**config.mk**
```make
export PLATFORM = sky130hd
export DESIGN_NAME = id_ex_stage
export DESIGN_NICKNAME = d
export VERILOG_FILES = /design/src/rtl/pipe_pkg.sv /design/src/rtl/load_use_detect.sv /design/src/rtl/id_ex_stage.sv
export SDC_FILE = /design/constraint.sdc
export NUM_CORES = 1
export LEC_CHECK = 0
export CORE_MARGIN = 1.5
export CORE_UTILIZATION = 41
export CTS_BUF_LIST = sky130_fd_sc_hd__clkbuf_4
export DETAILED_ROUTE_END_ITERATION = 16
export PLACE_DENSITY = 0.79
export SYNTH_ARGS = -nofsm -noshare
export SYNTH_HDL_FRONTEND = slang
export SYNTH_HIERARCHICAL = 1
export SYNTH_SLANG_ARGS = --single-unit
```
**constraint.sdc**
```tcl
create_clock -name clk -period 3.3 [get_ports clk]
set_clock_uncertainty 0.2 [all_clocks]
set_input_delay 0.33 -clock clk [delete_from_list [all_inputs] [get_ports clk]]
set_output_delay 0.33 -clock clk [all_outputs]
set_load 0.02 [all_outputs]
```
**src/rtl/pipe_pkg.sv**
```systemverilog
// Shared pipeline definitions: ALU encodings, the $0 index and the control/data
// bundles carried between stages.
package pipe_pkg;

  localparam logic [3:0] ALU_AND = 4'd0;
  localparam logic [3:0] ALU_OR  = 4'd1;
  localparam logic [3:0] ALU_ADD = 4'd2;
  localparam logic [3:0] ALU_SUB = 4'd6;
  localparam logic [3:0] ALU_SLT = 4'd7;
  localparam logic [3:0] ALU_NOR = 4'd12;

  localparam logic [4:0] REG_ZERO = 5'd0;

  // Field order is shared by IF/ID, ID/EX and EX/MEM; RegDst is consumed at ID/EX capture.
  typedef struct packed {
    logic       RegWrite;
    logic       MemtoReg;
    logic       MemRead;
    logic       MemWrite;
    logic       ALUSrc;
    logic [3:0] ALUCtrl;
  } exCtrl_t;

  typedef struct packed {
    logic [31:0] pcplus4;
    logic [31:0] rd1;
    logic [31:0] rd2;
    logic [31:0] imm;
  } exData_t;

  typedef struct packed {
    logic [4:0] rs;
    logic [4:0] rt;
    logic [4:0] writeReg;
  } exRegs_t;

  function automatic logic [4:0] selWriteReg(input logic regDst,
                                             input logic [4:0] rd,
                                             input logic [4:0] rt);
    return regDst ? rd : rt;
  endfunction

endpackage

```
**src/rtl/load_use_detect.sv**
```systemverilog
// Combinational load-use hazard check: a valid load in EX whose destination is
// read by the instruction in ID.
module load_use_detect
  import pipe_pkg::*;
(
  input  logic       memReadEx,
  input  logic       validEx,
  input  logic [4:0] writeRegEx,
  input  logic       usesRs,
  input  logic       usesRt,
  input  logic [4:0] rsId,
  input  logic [4:0] rtId,
  output logic       hazard
);

  logic rsMatch;
  logic rtMatch;

  assign rsMatch = usesRs && (rsId == writeRegEx);
  assign rtMatch = usesRt && (rtId == writeRegEx);

  // Loads into $0 are architecturally discarded, so they never need a bubble.
  assign hazard = memReadEx && validEx && (writeRegEx != REG_ZERO) && (rsMatch || rtMatch);

endmodule

```
**src/rtl/id_ex_stage.sv**
```systemverilog
// ID/EX pipeline register with load-use bubble insertion, kill, freeze and a
// saturating count of stall cycles.
module id_ex_stage
  import pipe_pkg::*;
#(
  parameter int STALL_CNT_W = 16
) (
  input  logic                   clk,
  input  logic                   rst_n,
  input  logic                   freeze,
  input  logic                   kill_id,
  input  logic [31:0]            pcplus4_id,
  input  logic [31:0]            rd1_id,
  input  logic [31:0]            rd2_id,
  input  logic [31:0]            imm_id,
  input  logic [4:0]             insrs_id,
  input  logic [4:0]             insrt_id,
  input  logic [4:0]             insrd_id,
  input  logic                   uses_rs_id,
  input  logic                   uses_rt_id,
  input  logic                   RegWrite_id,
  input  logic                   MemtoReg_id,
  input  logic                   MemRead_id,
  input  logic                   MemWrite_id,
  input  logic                   ALUSrc_id,
  input  logic                   RegDst_id,
  input  logic [3:0]             ALUCtrl_id,
  output logic                   stall,
  output logic                   valid_ex,
  output logic [31:0]            pcplus4_ex,
  output logic [31:0]            rd1_ex,
  output logic [31:0]            rd2_ex,
  output logic [31:0]            imm_ex,
  output logic [4:0]             insrs_ex,
  output logic [4:0]             insrt_ex,
  output logic [4:0]             writereg_ex,
  output logic                   RegWrite_ex,
  output logic                   MemtoReg_ex,
  output logic                   MemRead_ex,
  output logic                   MemWrite_ex,
  output logic                   ALUSrc_ex,
  output logic [3:0]             ALUCtrl_ex,
  output logic [STALL_CNT_W-1:0] stall_cnt
);

  localparam logic [STALL_CNT_W-1:0] CNT_ONE = 1;

  logic    hazard;
  logic    bubble;
  logic    validQ, validD;
  exCtrl_t ctrlQ, ctrlD;
  exData_t dataQ, dataD;
  exRegs_t regsQ, regsD;
  logic [STALL_CNT_W-1:0] cntQ;

  load_use_detect uDetect (
    .memReadEx  (ctrlQ.MemRead),
    .validEx    (validQ),
    .writeRegEx (regsQ.writeReg),
    .usesRs     (uses_rs_id),
    .usesRt     (uses_rt_id),
    .rsId       (insrs_id),
    .rtId       (insrt_id),
    .hazard     (hazard)
  );

  // Under freeze everything holds anyway, and a killed instruction needs no hold.
  assign stall  = hazard && !kill_id && !freeze;
  assign bubble = kill_id || hazard;

  always_comb begin
    validD = validQ;
    ctrlD  = ctrlQ;
    dataD  = dataQ;
    regsD  = regsQ;
    if (!freeze) begin
      if (bubble) begin
        validD = 1'b0;
        ctrlD  = '0;
        dataD  = '0;
        regsD  = '0;
      end else begin
        validD           = 1'b1;
        ctrlD.RegWrite   = RegWrite_id;
        ctrlD.MemtoReg   = MemtoReg_id;
        ctrlD.MemRead    = MemRead_id;
        ctrlD.MemWrite   = MemWrite_id;
        ctrlD.ALUSrc     = ALUSrc_id;
        ctrlD.ALUCtrl    = ALUCtrl_id;
        dataD.pcplus4    = pcplus4_id;
        dataD.rd1        = rd1_id;
        dataD.rd2        = rd2_id;
        dataD.imm        = imm_id;
        regsD.rs         = insrs_id;
        regsD.rt         = insrt_id;
        regsD.writeReg   = selWriteReg(RegDst_id, insrd_id, insrt_id);
      end
    end
  end

  always_ff @(posedge clk or negedge rst_n) begin
    if (!rst_n) begin
      validQ <= 1'b0;
      ctrlQ  <= '0;
      dataQ  <= '0;
      regsQ  <= '0;
    end else begin
      validQ <= validD;
      ctrlQ  <= ctrlD;
      dataQ  <= dataD;
      regsQ  <= regsD;
    end
  end

  // Saturating: a wrapped count would understate hazard cost in long runs.
  always_ff @(posedge clk or negedge rst_n) begin
    if (!rst_n) begin
      cntQ <= '0;
    end else if (stall && (cntQ != '1)) begin
      cntQ <= cntQ + CNT_ONE;
    end
  end

  assign valid_ex    = validQ;
  assign pcplus4_ex  = dataQ.pcplus4;
  assign rd1_ex      = dataQ.rd1;
  assign rd2_ex      = dataQ.rd2;
  assign imm_ex      = dataQ.imm;
  assign insrs_ex    = regsQ.rs;
  assign insrt_ex    = regsQ.rt;
  assign writereg_ex = regsQ.writeReg;
  assign RegWrite_ex = ctrlQ.RegWrite;
  assign MemtoReg_ex = ctrlQ.MemtoReg;
  assign MemRead_ex  = ctrlQ.MemRead;
  assign MemWrite_ex = ctrlQ.MemWrite;
  assign ALUSrc_ex   = ctrlQ.ALUSrc;
  assign ALUCtrl_ex  = ctrlQ.ALUCtrl;
  assign stall_cnt   = cntQ;

endmodule

```
==> results of run 1 <==
## placed cells by master, fill, tap and decap left out, types with 3 or more instances in the layout
| cell type | synthesis | final |
|---|---|---|
| nand3_1 | 9 | 9 |
| nor2_1 | 7 | 7 |
| nand2_1 | 9 | 9 |
| and3_1 | 5 | 5 |
| o21ai_0 | 5 | 5 |
| mux2i_1 | 5 | 5 |
| clkdlybuf4s50_1 | 0 | 325 |
| buf_4 | 0 | 14 |
| a22o_1 | 147 | 147 |
| xor2_1 | 12 | 12 |
| xnor2_1 | 9 | 9 |
| a21oi_1 | 4 | 4 |
| clkbuf_4 | 0 | 22 |
| bufinv_16 | 0 | 3 |
| nand4_1 | 8 | 8 |
| dfrtp_1 | 169 | 169 |
## flip-flops by register name (all words and copies together), names as in the netlist, 4 cells and up
register / cells
ALUCtrl_ex: 4
imm_ex: 32
insrs_ex: 5
insrt_ex: 5
pcplus4_ex: 32
rd1_ex: 32
rd2_ex: 32
stall_cnt: 16
writereg_ex: 5
## worst paths after layout
check / start / to / cells past startpoint
setup / recovery: writereg_ex[3] / stall / 7
hold / removal: imm_id[29] / imm_ex[29] / 2
setup reg to reg: writereg_ex[3] / stall_cnt[15] / 9
hold reg to reg: rd1_ex[16] / rd1_ex[16] / 1
max in group asynchronous: rst_n / valid_ex / 3
min in group asynchronous: rst_n / stall_cnt[6] / 2
## where the power goes
part	switching [uW]	internal [uW]	total, uW	leakage [uW]
logic	446	534	981	0.00215
registers	97.1	2220	2310	0.00222
clock network	689	558	1250	0.000156
total	1230	3310	4540	0.00452
## kinds of logic (layout without fill, tap and decap cells)
family,after synthesis,after routing,synth area share
buffers and inverters,36,375,0.0224
muxes,6,6,0.00972
and+or+nand+nor,51,51,0.0484
xor gates and xnor gates,21,21,0.0292
other,0,1,0
AOI/OAI and AO/OA,161,161,0.218
adders and majority gates,1,1,0.00198
DFF,169,169,0.671
## metrics by stage
step | hold slack [ns] | area [um^2] | worst slack, ns | cells
after floorplan | -0.166 | 6310 | 0.664 | 445
after global placement | 0.252 | 9790 | 0.00417 | 940
after detailed placement | 0.267 | 9790 | 0.0825 | 940
after CTS | 0.0924 | 10100 | 0.0638 | 972
after global routing | 0.0919 | 10100 | 0.0717 | 973
final | 0.149 | 10100 | 0.320 | 973
## cell usage after synthesis (all sizes together) (4+ instances only)
cell      n  share of area
nand4     8         0.0079
nor4      4         0.0087
nand3     9         0.0071
buf       9         0.0063
xor2     12          0.017
nand2     9         0.0054
nor2      7         0.0042
mux2i     5         0.0079
dfrtp   169           0.67
clkbuf   25          0.015
o21ai     5         0.0040
a22o    147           0.20
xnor2     9          0.013
and3      5         0.0050
a21oi     4         0.0032
## what timing repair did
action | 4_1_cts | 5_1_grt
resized for setup | 1 | 2
hold buffers | 2 | 0
setup endpoints to repair | 1 | 1
endpoints found under the hold margin | 93 | 0
buffers inserted | 0 | 0
## area by class of cell
type / instances / area, um^2 / share of cell area
Sequential cell: 169 / 4230 / 0.419
Clock buffer: 22 / 165 / 0.0164
Timing Repair Buffer: 343 / 3390 / 0.336
Antenna cell: 1 / 2.50 / 0.000248
Tap cell: 188 / 235 / 0.0233
Clock inverter: 8 / 124 / 0.0123
Inverter: 2 / 7.51 / 0.000743
Multi-Input combinational cell: 240 / 1940 / 0.192
## routing by layer
layer  vias up  GRT usage
met2       243      0.404
met4         0      0.102
li1       2347          -
met5         -          0
met3        38     0.0804
met1      2560      0.290
==> impl_metrics.json, run 1 <==
{
  "drtIter0Drc": 262,
  "maxCapViolCount": 0,
  "finalSetupViolCount": 0,
  "fp.dieH_um": 127,
  "path_cells": "xor2_1 -> nor4_1 -> nand3_1 -> a21oi_1 -> or3b_4 -> inv_1 -> clkbuf_2",
  "hold_viol_final": 0,
  "cts_root_buf": "clkbuf_4",
  "grt_max_degree": 94,
  "htree_levels": 4,
  "cts.path.max_buffers": 2,
  "cp_max_fo": 5,
  "die_w_um": 127,
  "syn_area_mm2": 0.00631,
  "met3_length_um": 1500,
  "worst_pin_slew_ns": 0.844,
  "areaGrowthSynthToFinish_pct": 60.1,
  "run_status": "finished clean",
  "clock-sinks": 169,
  "vias_per_cell": 5.33,
  "maxSlewHeadroom": 0.438,
  "synth_warnings": 6,
  "dr.max_layer_used": "met4",
  "final_antenna_net_count": 0,
  "irDropWorstVdd_v": 0.000272,
  "cts_tree": "done",
  "vias": 5188,
  "tns_ns": 0,
  "power_uw": 4540,
  "synthCells": 445,
  "cp_num_buf_inv": 2,
  "crit_arrival_ns": 2.45,
  "dp_hpwl_um": 14000,
  "pin_count": 329,
  "antenna_found_initial": 1,
  "cp_top_family": "simple AND/OR/NAND/NOR gates",
  "synth_cell_types": 31,
  "synth_seq_cells": 169,
  "post_drt_wl_per_cell_um": 19.8,
  "final_max_slew_viol_count": 0,
  "finalNetCount": 933,
  "cp.required_ns": 2.77,
  "drc": 0,
  "cp-end-kind": "primary output",
  "grt_pass1_vias": 5502,
  "fin_crit_sh": 0.903,
  "grt_remaining_overflow": 0,
  "rrSetupSlack_ns": 0.48,
  "clock_latency_ns": 0.56,
  "clk_pin_slew_ns": 0.14,
  "dr.pass1.iters": 4,
  "wl_um": 19300,
  "syn-num-nets": 605,
  "fp.dieArea_mm2": 0.0161,
  "crit_slowest_cell": "dfrtp_1",
  "dr_wl_met2_um": 9540,
  "p_leak_uw": 0.00452,
  "grt_pass1_wl_um": 29800,
  "cts-buffers-inserted": 17,
  "yosysSeqAreaShare": 0.671,
  "rows": 45,
  "fillCellCount": 1096,
  "synth_edf_count": 0,
  "drive_gt1_frac": 0.0689,
  "design.core.area_mm2": 0.0151,
  "start_util": 0.418,
  "hold_class": "in -> reg",
  "yosys_most_used_dff": "dfrtp_1",
  "utilization": 0.669,
  "cp-start-kind": "flop",
  "fin_crit_ns": 2.98,
  "gr-usage-all-layers": 0.242,
  "synthArstFlopShare": 1.00,
  "synth.avg_cell_area_um2": 14.2,
  "wl_met1_um": 7680,
  "portBuffers": 328,
  "globalplace.congestion": 0.816,
  "rsz0062_at_grt": "false",
  "power-per-cell-area_mw_per_mm2": 450,
  "clock.fmax_mhz": 336,
  "max_stage_delay_ns": 0.47,
  "crit_type": "reg -> out"
}
Power figures use the tool's default switching activity.
==> inputs of run 2 (changes only) <==
--- a/config.mk
+++ b/config.mk
@@ -5,10 +5,11 @@
 export SDC_FILE = /design/constraint.sdc
 export NUM_CORES = 1
 export LEC_CHECK = 0
-export CORE_MARGIN = 1.5
+export CORE_MARGIN = 2
 export CORE_UTILIZATION = 41
 export CTS_BUF_LIST = sky130_fd_sc_hd__clkbuf_4
 export DETAILED_ROUTE_END_ITERATION = 16
+export HOLD_SLACK_MARGIN = 0.15
 export PLACE_DENSITY = 0.79
 export SYNTH_ARGS = -nofsm -noshare
 export SYNTH_HDL_FRONTEND = slang
==> impl_metrics.json, run 2 (synthesis results as in run 1) <==
{
  "run_status": "finished clean",
  "layout_commonest_cell": "clkdlybuf4s50_1",
  "p_leak_uw": 0.00506,
  "pin_count": 329,
  "crit_type": "reg -> out",
  "drc": 0,
  "grt_remaining_overflow": 0,
  "irDropWorstVdd_v": 0.000247,
  "htree_levels": 4,
  "dr.pass1.iters": 4,
  "start_util": 0.418,
  "clock_latency_ns": 0.55,
  "cp.required_ns": 2.77,
  "gr-usage-all-layers": 0.276,
  "fp.dieH_um": 128,
  "die_w_um": 128,
  "globalplace.congestion": 0.824,
  "design.core.area_mm2": 0.0151,
  "clock-sinks": 169,
  "cp_top_family": "simple AND/OR/NAND/NOR gates",
  "dp_hpwl_um": 13900,
  "cp_num_buf_inv": 2,
  "antenna_found_initial": 1,
  "cts_tree": "done",
  "cts_root_buf": "clkbuf_4",
  "rsz0062_at_grt": "false",
  "hold_class": "in -> reg",
  "cts.path.max_buffers": 2,
  "power-per-cell-area_mw_per_mm2": 413,
  "cp-end-kind": "primary output",
  "grt_pass1_vias": 6139,
  "final_antenna_net_count": 0,
  "clk_pin_slew_ns": 0.13,
  "areaGrowthSynthToFinish_pct": 81.3,
  "fp.dieArea_mm2": 0.0164,
  "placed_cells": 939,
  "fin_crit_ns": 2.98,
  "worst_pin_slew_ns": 0.972,
  "stdcell_count": 1105,
  "drtIter0Drc": 296,
  "tns_ns": 0,
  "cp_max_fo": 5,
  "vias": 5841,
  "portBuffers": 328,
  "post_drt_wl_per_cell_um": 20.8,
  "path_cells": "xor2_1 -> nor4_2 -> nand3_1 -> a21oi_1 -> or3b_4 -> inv_1 -> clkbuf_2",
  "finalNetCount": 1063,
  "grt_max_degree": 84,
  "hold_viol_final": 0,
  "crit_arrival_ns": 2.45,
  "post-cts-setup-buffers": 0,
  "cts-buffers-inserted": 17,
  "drive_gt1_frac": 0.0590,
  "cp-start-kind": "flop",
  "final_max_slew_viol_count": 0,
  "mostFrequentLayoutCells": "325 x clkdlybuf4s50_1, 169 x dfrtp_1, 147 x a22o_1",
  "grt_pass1_wl_um": 34200,
  "maxSlewHeadroom": 0.350,
  "max_stage_delay_ns": 0.47,
  "power_uw": 4720,
  "clock.fmax_mhz": 335,
  "crit_slowest_cell": "dfrtp_1",
  "fin_crit_sh": 0.904,
  "finalSetupViolCount": 0,
  "wl_um": 23000,
  "vias_per_cell": 5.29,
  "maxCapViolCount": 0,
  "rows": 45
}
==> run 2: what timing repair did <==
action / CTS / global route
endpoints found under the hold margin: 257 / 11
hold buffers: 122 / 11
resized for setup: 1 / 3
endpoints found under the setup margin: 1 / 1
==> run 2: through the flow <==
stage               hold slack (ns)  utilization  area [um^2]  worst slack [ns]
floorplan                    -0.166            -         6310             0.664
global placement              0.172        0.649         9800            0.0380
detailed placement            0.193        0.649         9800            0.0610
CTS                           0.152        0.750        11300            0.0387
global route                  0.157        0.758        11400             0.103
finish                        0.209        0.758        11400             0.317
==> run 2: final timing paths <==
| check | startpoint | endpoint | slack [ns] | depth (start not counted) |
|---|---|---|---|---|
| max in group asynchronous | rst_n | insrs_ex[4] | 0.54 | 4 |
| min | insrd_id[4] | writereg_ex[4] | 0.21 | 3 |
| max reg2reg | writereg_ex[2] | rd1_ex[26] | 0.47 | 7 |
| max | writereg_ex[2] | stall | 0.32 | 7 |
| min in group asynchronous | rst_n | rd1_ex[23] | 0.64 | 3 |
| min reg2reg | pcplus4_ex[9] | pcplus4_ex[9] | 0.33 | 1 |
==> run 2: cell type report <==
cell class | instances | area, um^2
diodes | 1 | 2.50
clock buffers | 17 | 128
clock inverters | 15 | 174
fillers | 890 | 3660
inverters | 2 | 7.51
multi-input cells | 240 | 1950
flip-flops and latches | 169 | 4230
well taps | 188 | 235
repair buffers | 473 | 4710
==> run 2: power breakdown <==
part	leakage (uW)	internal, uW	switching [uW]	total, uW
sequential	0.00222	2220	107	2320
combinational	0.00269	638	495	1130
clock	0.000154	526	738	1260
total	0.00506	3380	1340	4720
==> run 2: worst register-to-register path, delay by kind of cell (launching register included) <==
family,cells,cell delay [ns]
flops,1,0.47
buf+inv,2,0.80
compound gates,3,0.54
simple gates,2,0.78
==> run 2: routing by layer <==
metal,GRT usage,part of all wire,up-vias
met5,0,0,-
met2,0.472,0.51,270
met1,0.318,0.38,2897
met4,0.142,0.039,0
li1,-,-,2612
met3,0.0780,0.066,62
